<file path="config.mk">
export PLATFORM = sky130hd
export DESIGN_NAME = lsu_mem_arbiter
export DESIGN_NICKNAME = d
export VERILOG_FILES = /design/src/rtl/lsu_mem_arbiter.sv
export SDC_FILE = /design/constraint.sdc
export NUM_CORES = 1
export LEC_CHECK = 0
export CAP_MARGIN = 10
export CELL_PAD_IN_SITES_DETAIL_PLACEMENT = 1
export CELL_PAD_IN_SITES_GLOBAL_PLACEMENT = 1
export CORE_UTILIZATION = 36
export CTS_CLUSTER_DIAMETER = 80
export CTS_CLUSTER_SIZE = 12
export DETAILED_ROUTE_END_ITERATION = 12
export GPL_TIMING_DRIVEN = 0
export PLACE_DENSITY_LB_ADDON = 0.08
export SETUP_SLACK_MARGIN = 0.15
export SKIP_LAST_GASP = 1
export SYNTH_ARGS = -nofsm -noshare
export SYNTH_HDL_FRONTEND = slang
export SYNTH_SLANG_ARGS = --single-unit
</file>
<file path="constraint.sdc">
create_clock -name clk -period 3.1 [get_ports clk]
set_input_delay 0.465 -clock clk [delete_from_list [all_inputs] [get_ports clk]]
set_output_delay 0.465 -clock clk [all_outputs]
set_load 0.02 [all_outputs]
</file>
<file path="src/rtl/lsu_mem_arbiter.sv">
// rtl/lsu_mem_arbiter.sv - shared L1 D-cache port arbiter for LSU loads and committed stores
// Optional perf counters: define LSU_ARB_PERF_EN.
module lsu_mem_arbiter #(
  parameter int XLEN            = 32,
  parameter int ROB_TAG_WIDTH   = 5,
  parameter int MAX_OUTSTANDING = 4,
  parameter int STARVE_LIMIT    = 8
) (
  input  logic                     clk,
  input  logic                     reset,
  input  logic                     ld_req_valid,
  output logic                     ld_req_ready,
  input  logic [XLEN-1:0]          ld_req_address,
  input  logic [ROB_TAG_WIDTH-1:0] ld_req_rob_tag,
  input  logic                     kill_mem_req,
  input  logic                     st_req_valid,
  output logic                     st_req_ready,
  input  logic [XLEN-1:0]          st_req_address,
  input  logic [XLEN-1:0]          st_req_data,
  input  logic [ROB_TAG_WIDTH-1:0] st_req_rob_tag,
  input  logic                     flush,
  input  logic [ROB_TAG_WIDTH-1:0] flush_rob_tag,
  input  logic [ROB_TAG_WIDTH-1:0] rob_head,
  output logic                     mem_req_valid,
  input  logic                     mem_req_ready,
  output logic                     mem_req_type,
  output logic [XLEN-1:0]          mem_req_address,
  output logic [XLEN-1:0]          mem_req_data,
  input  logic                     mem_resp_valid,
  input  logic [XLEN-1:0]          mem_resp_data,
  output logic                     load_succeeded,
  output logic [ROB_TAG_WIDTH-1:0] load_succeeded_rob_tag,
  output logic [XLEN-1:0]          load_data,
  output logic                     store_succeeded,
  output logic [ROB_TAG_WIDTH-1:0] store_succeeded_rob_tag,
`ifdef LSU_ARB_PERF_EN
  output logic                     protocol_error,
  output logic [31:0]              perf_stall_cycles,
  output logic [31:0]              perf_kill_count
`else
  output logic                     protocol_error
`endif
);

  localparam int PTR_W = $clog2(MAX_OUTSTANDING);
  localparam int CNT_W = PTR_W + 1;
  localparam int SW    = $clog2(STARVE_LIMIT + 1);

  // Squash when the tag is at least as young as the flush point, ages taken relative to the ROB head.
  function automatic logic is_squashed(input logic [ROB_TAG_WIDTH-1:0] tag,
                                       input logic [ROB_TAG_WIDTH-1:0] fl_tag,
                                       input logic [ROB_TAG_WIDTH-1:0] head);
    logic [ROB_TAG_WIDTH-1:0] age_tag, age_fl;
    age_tag = tag - head;
    age_fl  = fl_tag - head;
    return age_tag >= age_fl;
  endfunction

  logic                     out_valid, out_type, out_drop;
  logic [XLEN-1:0]          out_addr, out_data;
  logic [ROB_TAG_WIDTH-1:0] out_tag;

  logic                     trk_type [MAX_OUTSTANDING];
  logic                     trk_drop [MAX_OUTSTANDING];
  logic [ROB_TAG_WIDTH-1:0] trk_tag  [MAX_OUTSTANDING];
  logic [PTR_W-1:0]         wr_ptr, rd_ptr;
  logic [CNT_W-1:0]         trk_count;
  logic [SW-1:0]            starve_cnt;

  logic can_accept, st_grant, ld_grant, load_stage, handoff;
  logic out_squash, push_drop, pop, pop_drop;
  logic [CNT_W-1:0] occupancy;

  assign occupancy  = trk_count + CNT_W'(out_valid);
  assign can_accept = (!out_valid || mem_req_ready) && (occupancy < CNT_W'(MAX_OUTSTANDING));
  // Readies are gated by reset so every output reads 0 while reset is held.
  assign st_grant   = reset && can_accept && st_req_valid && (starve_cnt < SW'(STARVE_LIMIT));
  assign ld_grant   = reset && can_accept && ld_req_valid && !st_grant;
  assign load_stage = st_grant || (ld_grant && !kill_mem_req);
  assign handoff    = out_valid && mem_req_ready;
  assign out_squash = flush && out_valid && !out_type && is_squashed(out_tag, flush_rob_tag, rob_head);
  assign push_drop  = out_drop || out_squash;
  assign pop        = mem_resp_valid && (trk_count != '0);
  assign pop_drop   = trk_drop[rd_ptr] ||
                      (flush && !trk_type[rd_ptr] && is_squashed(trk_tag[rd_ptr], flush_rob_tag, rob_head));

  assign ld_req_ready    = ld_grant;
  assign st_req_ready    = st_grant;
  assign mem_req_valid   = out_valid;
  assign mem_req_type    = out_type;
  assign mem_req_address = out_addr;
  assign mem_req_data    = out_data;

  always_ff @(posedge clk or negedge reset) begin
    if (!reset) begin
      out_valid <= 1'b0;
      out_type  <= 1'b0;
      out_drop  <= 1'b0;
      out_addr  <= '0;
      out_data  <= '0;
      out_tag   <= '0;
    end else if (load_stage) begin
      out_valid <= 1'b1;
      out_type  <= st_grant;
      out_addr  <= st_grant ? st_req_address : ld_req_address;
      out_data  <= st_grant ? st_req_data : '0;
      out_tag   <= st_grant ? st_req_rob_tag : ld_req_rob_tag;
      out_drop  <= !st_grant && flush && is_squashed(ld_req_rob_tag, flush_rob_tag, rob_head);
    end else if (handoff) begin
      out_valid <= 1'b0;
      out_drop  <= 1'b0;
    end else if (out_squash) begin
      out_drop  <= 1'b1;
    end
  end

  always_ff @(posedge clk or negedge reset) begin
    if (!reset) begin
      wr_ptr    <= '0;
      rd_ptr    <= '0;
      trk_count <= '0;
      for (int i = 0; i < MAX_OUTSTANDING; i++) begin
        trk_type[i] <= 1'b0;
        trk_drop[i] <= 1'b0;
        trk_tag[i]  <= '0;
      end
    end else begin
      if (flush) begin
        for (int i = 0; i < MAX_OUTSTANDING; i++) begin
          if (!trk_type[i] && is_squashed(trk_tag[i], flush_rob_tag, rob_head)) trk_drop[i] <= 1'b1;
        end
      end
      // The push write follows the flush loop so a fresh entry's drop bit wins.
      if (handoff) begin
        trk_type[wr_ptr] <= out_type;
        trk_tag[wr_ptr]  <= out_tag;
        trk_drop[wr_ptr] <= push_drop;
        wr_ptr           <= wr_ptr + PTR_W'(1);
      end
      if (pop) rd_ptr <= rd_ptr + PTR_W'(1);
      trk_count <= trk_count + CNT_W'(handoff) - CNT_W'(pop);
    end
  end

  always_ff @(posedge clk or negedge reset) begin
    if (!reset) begin
      starve_cnt <= '0;
    end else if (ld_grant) begin
      starve_cnt <= '0;
    end else if (ld_req_valid && st_grant && (starve_cnt < SW'(STARVE_LIMIT))) begin
      starve_cnt <= starve_cnt + SW'(1);
    end
  end

  always_ff @(posedge clk or negedge reset) begin
    if (!reset) begin
      load_succeeded          <= 1'b0;
      load_succeeded_rob_tag  <= '0;
      load_data               <= '0;
      store_succeeded         <= 1'b0;
      store_succeeded_rob_tag <= '0;
      protocol_error          <= 1'b0;
    end else begin
      load_succeeded  <= pop && !trk_type[rd_ptr] && !pop_drop;
      store_succeeded <= pop && trk_type[rd_ptr];
      if (pop && !trk_type[rd_ptr]) begin
        load_succeeded_rob_tag <= trk_tag[rd_ptr];
        load_data              <= mem_resp_data;
      end
      if (pop && trk_type[rd_ptr]) store_succeeded_rob_tag <= trk_tag[rd_ptr];
      if (mem_resp_valid && (trk_count == '0)) protocol_error <= 1'b1;
    end
  end

`ifdef LSU_ARB_PERF_EN
  always_ff @(posedge clk or negedge reset) begin
    if (!reset) begin
      perf_stall_cycles <= '0;
      perf_kill_count   <= '0;
    end else begin
      if (out_valid && !mem_req_ready && (perf_stall_cycles != '1))
        perf_stall_cycles <= perf_stall_cycles + 32'd1;
      if (ld_grant && kill_mem_req && (perf_kill_count != '1))
        perf_kill_count <= perf_kill_count + 32'd1;
    end
  end
`endif

endmodule

</file>
==> impl_results.md, run 1 <==
- Period minus WS final: between 2 and 3 ns
- Cell-internal power: 0.00764 W
- Main area contributors after synthesis: sky130_fd_sc_hd__dfrtp_1 (47%), sky130_fd_sc_hd__ha_1 (8.1%), sky130_fd_sc_hd__mux2_2 (7.7%)
- Area grow syn2layout: 48.4%
- Number of warnings reported in the yosys synthesis log: 0
- Clock tree from TritonCTS: yes
- Unrepaired setup endpoints after global routing: true
- Number of unique standard cell types used by synthesis: 60
- Mean instance size in the synthesized netlist: about 11 um2
- Final count of negative-setup-slack endpoints: 0
- Number of flops mapped to enable cells by yosys: 0
- Final antenna diode count: 0
- Crit Path Class: reg -> reg
- Wire length of the first global-routing pass: 40500 um
- DRT antenna net count: 0
- Critical path fanouts, max: 2
- Chain of cells forming the critical path: buf_6, mux4_2, inv_2, ha_4, inv_2, fa_2, ha_4, a21o_1, a21o_1, a31oi_1, o2bb2ai_1, a211oi_1
- Endpoints failing hold: 0
- Static leakage: 5.32 nW
- Slew HR: 49.9%
- Clock power share: 16.6%
- Fraction of the cycle the final worst path needs: 93.9%
- Worst path arrival time: roughly 3.3 ns
- Final global-route overflow total: 0
- Worst Skew: between 0.009 and 0.01 ns
- Die Outline Area: 23600 um2
- Vertical extent of the die: approximately 150 um
- Post-place instance area: 11400 um2
- Portion of the post-synthesis area used by sequential elements: 47.1%
- Final WL: 25600 um
- Largest net degree at the start of global routing: 79
- Critical Path Slowest Stage Cell: sky130_fd_sc_hd__fa_2
- Total chip power: 0.0128 W
- Number of antenna violations at the first check in global routing: 0
- Worst-Margin Slew: 0.749 ns
- Maximum root-to-sink buffer count: 2
- Fraction of layout cells with a size suffix above 1: 16.5%
- Net Switching: about 0.0052 W
- Worst reg-to-reg setup slack: 0.19 ns
- Startpoint type of the worst setup path: flip-flop
- Number of buffers added by the clock tree synthesis step: 17
- Switching fraction of total power: 40.3%
- Buffers on Ports: approximately 270
- Status: complete, no violations
- Starting utilization of the core area: ~37%
- Max-capacitance violation count: 0
- Final instance area: 12300 um2
- Filler cell count: between 2000 and 2500
- Clk root buf: sky130_fd_sc_hd__clkbuf_16
- Detailed Place HPWL: around 19000 um
- Width of the die: 154 um
- WL/cell: 18.8 um
- DRC viols: 0
- Async SR Flop Fraction: 100%
- Net count after synthesis: 972
- Endpoint class of the critical path: flip-flop
- Core Util, Final: 54.4%
- Routed vias: about 6900
- Worst-case setup margin in the final layout: 0.189 ns
- Finished Layout Cells: 1359
- Synthesized cell area: 8290 um2
- I/O Pins: 269
- Clock sink count: between 150 and 200
- Vias per std cell: 5.05
- Area of the placeable core: 22600 um2
- Synthesized netlist cell count: 753
- Pre-antenna DRT Iters: 6
- Critical Path Max Stage Delay: 0.58 ns
- Maximum vdd ir drop: 0.000386 V
- Number of cells after detailed placement: approximately 1300
- Clock transition at the register clock pins on the worst setup and hold paths after CTS: 0.07 ns
- Flops & latches, synth: 156
- Cell type contributing the most total cell area after synthesis: sky130_fd_sc_hd__dfrtp_1
- Maximum clock rate: around 0.34 GHz
- Post-synth top area share: 47.1%
- Type of the most critical hold path: in -> async
- Power Density: a little over 1000 nW/um2
- Most used flip-flop cell after synthesis: sky130_fd_sc_hd__dfrtp_1
- Fraction of power consumed by combinational cells: 54.3%
- Insertion delay to the later sink of the worst-skew pair: about 0.44 ns
- WP data required: between 3 and 4 ns
- Level count of the clock H-tree: 4
- Post-placement worst setup slack: -0.937 ns
- Total track usage: 22.4%
- Core Rows: 55
- Slew Viols, Final: 0
- Number of DRC markers in iteration 0: ~220
- Depth of the worst register-to-register path: 12
- Total number of nets in the final design: 1280
- Sequential fraction of design power: ~29%
- Via count of the first global-routing pass: about 7400
- Weighted congestion at the end of routability-driven global placement: 0.777
-- per-layer routing --
layer	GRT usage, %	share of wire (%)	vias up
met5	0	0	-
met1	26.3	42	3371
met3	6.93	6.6	22
met2	39.3	50	179
li1	-	-	3293
met4	6.43	1.5	0
-- Yosys cell counts (all sizes together), types with 5 or more instances --
cell type,instances
dfrtp,156
nand2,103
mux2,57
ha,54
nor2,54
a31oi,40
inv,36
a22o,33
o21ai,26
buf,20
a21oi,19
xor2,19
xnor2,18
clkbuf,14
a21o,11
nor2b,10
fa,9
mux4,7
a211oi,6
a21boi,5
nand2b,5
nor3b,5
o311ai,5
-- state kept, by name, indices dropped and copies added (netlist names), 4 cells and up --
name and cells:
mem_req_address 32, trk_tag 20, store_succeeded_rob_tag 5, load_succeeded_rob_tag 5
out_tag 5, load_data 32, mem_req_data 32, starve_cnt 4
trk_drop 4, trk_type 4
-- cell type report --
class	instances	area, um2	share of cell area, %
clock inverters	15	178	1.44
inverters	36	143	1.16
multi-input cells	527	4180	33.9
repair buffers	289	2930	23.8
plain buffers	34	191	1.56
flip-flops and latches	156	3910	31.7
well taps	285	357	2.90
clock buffers	17	425	3.46
-- worst max-delay path, delay by kind of cell, from the launching register on --
kind                     cells  cell delay [ns]
adder cells (fa/ha/maj)      3             0.91
AO/OA/AOI/OAI                5             0.81
multiplexers                 1             0.52
flip-flops                   1             0.34
buffers and inverters        3             0.26
-- metrics by stage --
stage	TNS (ns)	hold slack [ns]
floorplan	0	0.169
global placement	-1310.68	0.441
detailed placement	-5.09	0.451
CTS	-0.00178	0.0103
global route	0	0.0159
finish	0	0.0144
-- timing repair --
item	in CTS	in global routing
endpoints found under the setup margin	8	8
hold endpoints to repair	78	0
pin swaps	2	11
hold buffers	1	0
resized for setup	11	22
gates cloned	1	0
setup buffers	8	12
-- power groups by stage --
| stage | logic, W | registers, W | clock network [W] |
|---|---|---|---|
| after detailed placement | 0.00674 | 0.00374 | 0 |
| after CTS | 0.00684 | 0.00373 | 0.00218 |
| after global placement | 0.00658 | 0.00371 | 0 |
| after global routing | 0.00759 | 0.00386 | 0.00226 |
| final | 0.00695 | 0.00373 | 0.00212 |
| after floorplan | 0.00326 | 0.00448 | 0 |
-- cells in the final DEF, fill, tap and decap left out, types with 4 or more instances in the layout --
cell / instances
sky130_fd_sc_hd__clkdlybuf4s50_1: 261
sky130_fd_sc_hd__dfrtp_1: 155
sky130_fd_sc_hd__nand2_1: 103
sky130_fd_sc_hd__mux2_2: 57
sky130_fd_sc_hd__nor2_1: 51
sky130_fd_sc_hd__ha_1: 50
sky130_fd_sc_hd__a31oi_1: 40
sky130_fd_sc_hd__a22o_1: 33
sky130_fd_sc_hd__inv_1: 30
sky130_fd_sc_hd__buf_4: 27
sky130_fd_sc_hd__o21ai_0: 23
sky130_fd_sc_hd__xor2_1: 19
sky130_fd_sc_hd__a21oi_1: 18
sky130_fd_sc_hd__clkbuf_16: 17
sky130_fd_sc_hd__xnor2_1: 15
sky130_fd_sc_hd__clkbuf_1: 13
sky130_fd_sc_hd__a21o_1: 11
sky130_fd_sc_hd__nor2b_1: 10
sky130_fd_sc_hd__mux4_2: 7
sky130_fd_sc_hd__buf_2: 6
sky130_fd_sc_hd__nor3b_1: 5
sky130_fd_sc_hd__clkinvlp_4: 5
sky130_fd_sc_hd__nand2b_1: 5
sky130_fd_sc_hd__fa_1: 5
sky130_fd_sc_hd__clkinv_8: 5
sky130_fd_sc_hd__inv_8: 5
sky130_fd_sc_hd__a21boi_0: 4
sky130_fd_sc_hd__o311ai_0: 4
sky130_fd_sc_hd__inv_2: 4
sky130_fd_sc_hd__nor3_1: 4
sky130_fd_sc_hd__nand3_1: 4
sky130_fd_sc_hd__and3_1: 4
sky130_fd_sc_hd__a211oi_1: 4
sky130_fd_sc_hd__fa_2: 4
-- path summary, 6_finish.rpt --
check,from,endpoint
hold reg to reg,protocol_error,protocol_error
max in group asynchronous,reset,mem_req_valid
min in group clk,protocol_error,protocol_error
setup reg to reg,rd_ptr[0],load_succeeded
hold / removal,reset,trk_drop[1]
setup / recovery,rd_ptr[0],load_succeeded
-- logic make-up after synthesis --
logic type / synth area share, %
AND/OR/NAND/NOR: 11.0
AO/OA/AOI/OAI: 14.0
flip-flops: 47.1
buffers and inverters: 3.79
multiplexers: 9.64
adder cells (fa/ha/maj): 10.4
XOR/XNOR: 4.09
Note: power is estimated with default switching activity, not from simulation.
==> inputs of run 2 (changes only) <==
--- a/config.mk
+++ b/config.mk
@@ -14,6 +14,7 @@
 export DETAILED_ROUTE_END_ITERATION = 12
 export GPL_TIMING_DRIVEN = 0
 export PLACE_DENSITY_LB_ADDON = 0.08
+export RECOVER_POWER = 100
 export SETUP_SLACK_MARGIN = 0.15
 export SKIP_LAST_GASP = 1
 export SYNTH_ARGS = -nofsm -noshare
==> run 2 against run 1 <==
  * Setup slack got worse by 0.018 ns
  * Via count is 0.47% higher
  * The flow now finishes with violations (max-capacitance violations, max-slew violations)
  * Hold slack better by 0.29 ns
  * Clock skew grew 0.0015 ns
  * Register-to-register slack got worse by 0.02 ns
  * Cell count is the same
==> impl_results.md, run 2 (synthesis gave the netlist of run 1 again) <==
- Status: finished, violations left
- Violated checks: max-capacitance violations, max-slew violations
- Slew HR: -35.7%
- Endpoints failing hold: 0
- Area of the placeable core: between 20000 and 25000 um2
- Insertion delay to the later sink of the worst-skew pair: between 0.4 and 0.5 ns
- WL/cell: 18.7 um
- Maximum vdd ir drop: between 0.0003 and 0.0004 V
- Wire length of the first global-routing pass: 40500 um
- Static leakage: 5.29 nW
- Pre-antenna DRT Iters: 6
- Core Rows: 55
- Worst-case setup margin in the final layout: 0.171 ns
- Final global-route overflow total: 0
- DRT antenna net count: 0
- Clock tree from TritonCTS: yes
- Post-placement worst setup slack: -0.937 ns
- Power Density: a little over 1000 nW/um2
- Maximum root-to-sink buffer count: 2
- Via count of the first global-routing pass: 7403
- Routed vias: 6897
- Final count of negative-setup-slack endpoints: 0
- Vias per std cell: just over 5
- Detailed Place HPWL: 19100 um
- Slew Viols, Final: 120
- Buffers on Ports: ~270
- Starting utilization of the core area: 36.6%
- Level count of the clock H-tree: 4
- Period minus WS final: 2.93 ns
- Critical path fanouts, max: 8
- Type of the most critical hold path: in -> async
- Die Outline Area: around 24000 um2
- Unrepaired setup endpoints after global routing: true
- Final antenna diode count: 0
- WP data required: 3.39 ns
- Fraction of the cycle the final worst path needs: 94.5%
- Filler cell count: 2440
- Worst Skew: 0.0108 ns
- Total track usage: 22.4%
- Width of the die: 154 um
- Largest net degree at the start of global routing: 79
- Worst path arrival time: 3.22 ns
- Most frequent cells in the layout: sky130_fd_sc_hd__dfrtp_1 (155), sky130_fd_sc_hd__clkdlybuf4s50_1 (149), sky130_fd_sc_hd__dlygate4sd3_1 (112)
- Core Util, Final: 53.7%
- Area grow syn2layout: 46.5%
- Total number of nets in the final design: 1280
- Reg area: ~3900 um2
- Clk root buf: sky130_fd_sc_hd__clkbuf_16
- I/O Pins: 269
- Endpoint class of the critical path: flip-flop
- Total chip power: 0.0124 W
- Weighted congestion at the end of routability-driven global placement: 0.777
- Fraction of layout cells with a size suffix above 1: 14.9%
- Max-capacitance violation count: 2
- Clock transition at the register clock pins on the worst setup and hold paths after CTS: about 0.070 ns
- Crit Path Class: in -> reg
- Clock sink count: 156
- Multi-input logic area: 4140 um2
- Number of DRC markers in iteration 0: around 220
- Startpoint type of the worst setup path: input pin
- DRC viols: 0
- Worst-Margin Slew: 2.04 ns
- Number of buffers added by the clock tree synthesis step: 17
- Number of antenna violations at the first check in global routing: 0
- Maximum clock rate: 0.341 GHz
- Final WL: between 20000 and 30000 um
- Leading cell type in the layout, fill and taps excluded: sky130_fd_sc_hd__dfrtp_1
- Vertical extent of the die: around 150 um
-- run 2: cell count changes in the layout (fill, tap and decap cells not counted), sizes merged --
cell / previous run / this run
buf: 42 / 25
dlygate4sd3: 0 / 112
clkbuf: 32 / 50
dlymetal6s2s: 2 / 1
dlymetal6s4s: 0 / 1
clkdlybuf4s50: 261 / 149
bufbuf: 1 / 0
-- run 2: timing repair --
item | 4_1_cts | 5_1_grt
pin swaps | 2 | 11
hold buffers | 1 | 0
endpoints found under the setup margin | 8 | 8
gates resized for setup | 11 | 22
buffers inserted | 8 | 12
gates cloned | 1 | 0
endpoints found under the hold margin | 78 | 0
-- run 2: report_power, final --
| part | switching [W] | internal [W] | total [W] |
|---|---|---|---|
| logic | 0.00340 | 0.00318 | 0.00658 |
| registers | 0.000661 | 0.00303 | 0.00369 |
| clock network | 0.00103 | 0.00109 | 0.00212 |
| total | 0.00509 | 0.00730 | 0.0124 |
-- run 2: routing by layer --
metal | GRT usage (%) | share of wire (%) | vias up | wire (um)
li1 | - | - | 3296 | -
met1 | 26.3 | 41 | 3400 | 10500
met2 | 39.3 | 50 | 179 | 12900
met3 | 6.93 | 6.7 | 22 | 1700
met4 | 6.43 | 1.6 | 0 | 397
met5 | 0 | 0 | - | 0
-- run 2: layout make-up --
cell class	instances	area share (%)
buffer	34	1.24
clock buffer	17	3.50
clock inverter	15	1.46
inverter	36	1.17
multi-input combinational	527	34.0
sequential	156	32.1
tap	285	2.93
timing repair buffer	289	23.5
-- run 2: path summary, 6_finish.rpt --
kind / start / to / slack (ns) / cells past startpoint
setup / recovery: rob_head[0] / trk_drop[2] / 0.17 / 12
hold / removal: reset / mem_req_type / 0.30 / 2
setup reg to reg: out_tag[0] / out_drop / 0.17 / 14
hold reg to reg: protocol_error / protocol_error / 0.45 / 1
max in group asynchronous: reset / mem_req_valid / 0.74 / 2
min in group clk: protocol_error / protocol_error / 0.45 / 1
-- run 2: worst max-delay path, cell delays in order --
cell and delay, ns:
sky130_fd_sc_hd__clkdlybuf4s15_2 0.36, sky130_fd_sc_hd__ha_1 0.23, sky130_fd_sc_hd__inv_1 0.06, sky130_fd_sc_hd__fa_2 0.52, sky130_fd_sc_hd__inv_2 0.10, sky130_fd_sc_hd__ha_1 0.30
sky130_fd_sc_hd__o21ai_2 0.12, sky130_fd_sc_hd__a31oi_1 0.05, sky130_fd_sc_hd__or2_2 0.30, sky130_fd_sc_hd__maj3_1 0.39, sky130_fd_sc_hd__o211ai_1 0.19, sky130_fd_sc_hd__a32oi_1 0.12
-- run 2: per-stage QoR --
stage	setup TNS (ns)	hold WS, ns	std cells	cell area, um2
global route	0	0.336	1359	12200
CTS	-0.00178	0.0103	1347	12100
finish	0	0.301	1359	12200
floorplan	0	0.169	753	8320
global placement	-1310.68	0.441	1304	11300
detailed placement	-5.09	0.451	1305	11400
==> inputs of run 3 (changes only) <==
--- a/config.mk
+++ b/config.mk
@@ -8,7 +8,7 @@
 export CAP_MARGIN = 10
 export CELL_PAD_IN_SITES_DETAIL_PLACEMENT = 1
 export CELL_PAD_IN_SITES_GLOBAL_PLACEMENT = 1
-export CORE_UTILIZATION = 36
+export CORE_UTILIZATION = 35
 export CTS_CLUSTER_DIAMETER = 80
 export CTS_CLUSTER_SIZE = 12
 export DETAILED_ROUTE_END_ITERATION = 12
==> constraint.sdc (replaced) <==
create_clock -name clk -period 2.81 [get_ports clk]
set_input_delay 0.4215 -clock clk [delete_from_list [all_inputs] [get_ports clk]]
set_output_delay 0.4215 -clock clk [all_outputs]
set_load 0.02 [all_outputs]
==> run 3 against run 2 <==
  * The flow still finishes with violations (max-capacitance violations, max-slew violations)
  * Flip-flop and latch count did not move
  * Clock skew rose by 0.0029 ns
  * Via count rose by 0.97%
  * Total power rose by 14%
  * Cell area rose by 1.8%
  * Critical path depth did not move
  * Register-to-register slack got worse by 0.14 ns
  * Sequential share of layout area fell by 0.58 points
  * Critical path type is now reg -> reg
  * Critical endpoint is now load_succeeded
  * Largest power group unchanged
==> impl_results.md, run 3 (synthesis gave the netlist of run 1 again) <==
- Violated checks: max-capacitance violations, max-slew violations
- Final count of negative-setup-slack endpoints: 0
- Area of the placeable core: 22900 um2
- Critical path fanouts, max: 2
- Insertion delay to the later sink of the worst-skew pair: 0.43 ns
- Starting utilization of the core area: 36.2%
- Depth of the worst register-to-register path: 12
- Period minus WS final: 2.78 ns
- Area grow syn2layout: 49.2%
- Total track usage: 23.0%
- Worst-Margin Slew: 1.86 ns
- Total chip power: 0.0141 W
- Final WL: 26400 um
- DRT antenna net count: 0
- Static leakage: 5.36 nW
- Final instance area: roughly 12000 um2
- Number of antenna violations at the first check in global routing: 2
- Vias per std cell: 5.00
- Wire length of the first global-routing pass: around 42000 um
- Buffers on Ports: 266
- Type of the most critical hold path: reg -> reg
- Weighted congestion at the end of routability-driven global placement: 0.797
- Worst path arrival time: 3.12 ns
- Slew HR: -24.3%
- Vertical extent of the die: 156 um
- Core Util, Final: 54.0%
- Final global-route overflow total: 0
- Fraction of the cycle the final worst path needs: 99.1%
- Total number of nets in the final design: around 1300
- WP data required: 3.15 ns
- Crit Path Class: reg -> reg
- Slew Viols, Final: 54
- Width of the die: around 160 um
- Die Outline Area: 24300 um2
- Post-place instance area: 11400 um2
- Detailed Place HPWL: 19500 um
- Core Rows: 55
- Clock sink count: 156
- Hold Crit Endpoint: protocol_error
- Leading cell type in the layout, fill and taps excluded: sky130_fd_sc_hd__dfrtp_1
- Unrepaired setup endpoints after global routing: true
- Routed vias: 6964
- Terminus of the critical flop-to-flop path: load_succeeded
- Maximum root-to-sink buffer count: 2
- Pre-antenna DRT Iters: 4
- Power Density: between 1000 and 1500 nW/um2
- Number of buffers added by the clock tree synthesis step: 17
- Reg-to-reg critical path startpoint: rd_ptr[0]
- Clock transition at the register clock pins on the worst setup and hold paths after CTS: 0.07 ns
- Endpoints failing hold: 0
- Max-capacitance violation count: 2
- Clk root buf: sky130_fd_sc_hd__clkbuf_16
- WL/cell: 19.0 um
- Maximum vdd ir drop: 0.000413 V
- Worst Skew: 0.0137 ns
- Startpoint type of the worst setup path: flip-flop
- Cell depth of the worst hold path: 1
- Critical hold path startpoint: protocol_error
- Most frequent cells in the layout: sky130_fd_sc_hd__dfrtp_1 (155), sky130_fd_sc_hd__clkdlybuf4s50_1 (152), sky130_fd_sc_hd__dlygate4sd3_1 (110)
- Clock tree from TritonCTS: yes
- Via count of the first global-routing pass: about 7600
- DRC viols: 0
- Status: finished, violations left
- Worst reg-to-reg setup slack: 0.03 ns
- Endpoint class of the critical path: flip-flop
- Maximum clock rate: 0.359 GHz
- I/O Pins: 269
- Level count of the clock H-tree: 4
- Number of DRC markers in iteration 0: 202
- Largest net degree at the start of global routing: 55
- Fraction of layout cells with a size suffix above 1: between 10% and 20%
-- run 3: cell count changes in the layout (fill, tap and decap cells not counted), sizes merged, moves of 2 or more --
| cell | before | now |
|---|---|---|
| buf | 25 | 42 |
| clkbuf | 50 | 38 |
| clkdlybuf4s50 | 149 | 152 |
| clkinvlp | 5 | 2 |
| clkinv | 5 | 7 |
| dlygate4sd2 | 1 | 3 |
| dlygate4sd3 | 112 | 110 |
-- run 3: report_power, final --
group	switching [W]	total, W	internal [W]
combinational	0.00389	0.00762	0.00373
sequential	0.000759	0.00410	0.00334
clock	0.00112	0.00235	0.00123
total	0.00577	0.0141	0.00830
-- run 3: worst max-delay path, cell delays in order (launching register included) --
cell                        delay (ns)
sky130_fd_sc_hd__dfrtp_1          0.34
sky130_fd_sc_hd__buf_6            0.12
sky130_fd_sc_hd__mux4_2           0.51
sky130_fd_sc_hd__inv_2            0.10
sky130_fd_sc_hd__ha_4             0.14
sky130_fd_sc_hd__inv_2            0.03
sky130_fd_sc_hd__fa_2             0.54
sky130_fd_sc_hd__ha_4             0.19
sky130_fd_sc_hd__a21o_1           0.15
sky130_fd_sc_hd__a21o_1           0.18
sky130_fd_sc_hd__a31oi_1          0.14
sky130_fd_sc_hd__o2bb2ai_1        0.08
sky130_fd_sc_hd__a211oi_1         0.19
-- run 3: worst max-delay path by stage --
| stage | startpoint | end | cells after the start |
|---|---|---|---|
| global route | rd_ptr[0] | load_succeeded | 12 |
| global placement | reset | st_req_ready | 5 |
| floorplan | rob_head[1] | trk_drop[2] | 10 |
| detailed placement | rob_head[1] | trk_drop[3] | 11 |
| finish | rd_ptr[0] | load_succeeded | 12 |
| CTS | rd_ptr[0] | load_succeeded | 12 |
-- run 3: metrics by stage --
step / setup TNS, ns / setup WS, ns / instances / hold slack [ns]
final: 0 / 0.0266 / 1392 / 0.453
after CTS: -0.0537 / -0.0537 / 1392 / 0.0768
after floorplan: 0 / 0.00964 / 753 / 0.126
after global routing: -0.112 / -0.112 / 1392 / 0.508
after global placement: -1356.83 / -6.41 / 1332 / 0.441
after detailed placement: -6.32 / -1.09 / 1333 / 0.364
-- run 3: layout make-up --
class	instances	area [um2]
Antenna cell	1	2.50
Buffer	33	190
Clock buffer	18	439
Clock inverter	14	173
Fill cell	2504	10500
Inverter	36	150
Multi-Input combinational cell	527	4250
Sequential cell	156	3910
Tap cell	313	392
Timing Repair Buffer	294	2880
-- run 3: repair_timing --
| item | CTS | global route |
|---|---|---|
| endpoints found under the setup margin | 8 | 8 |
| setup buffers | 22 | 0 |
| endpoints found under the hold margin | 50 | 0 |
| gates resized for setup | 46 | 4 |
| hold buffers | 4 | 0 |
| cloned | 1 | 0 |
| pin swaps | 16 | 9 |
-- run 3: per-layer routing --
layer  global-route usage [%]  up-vias  routed length, um
met5                        0        -                  0
met4                     6.16        0                348
met3                     7.19       18               1970
met2                     39.8      203              13400
met1                     27.5     3462              10700
li1                         -     3281                  -
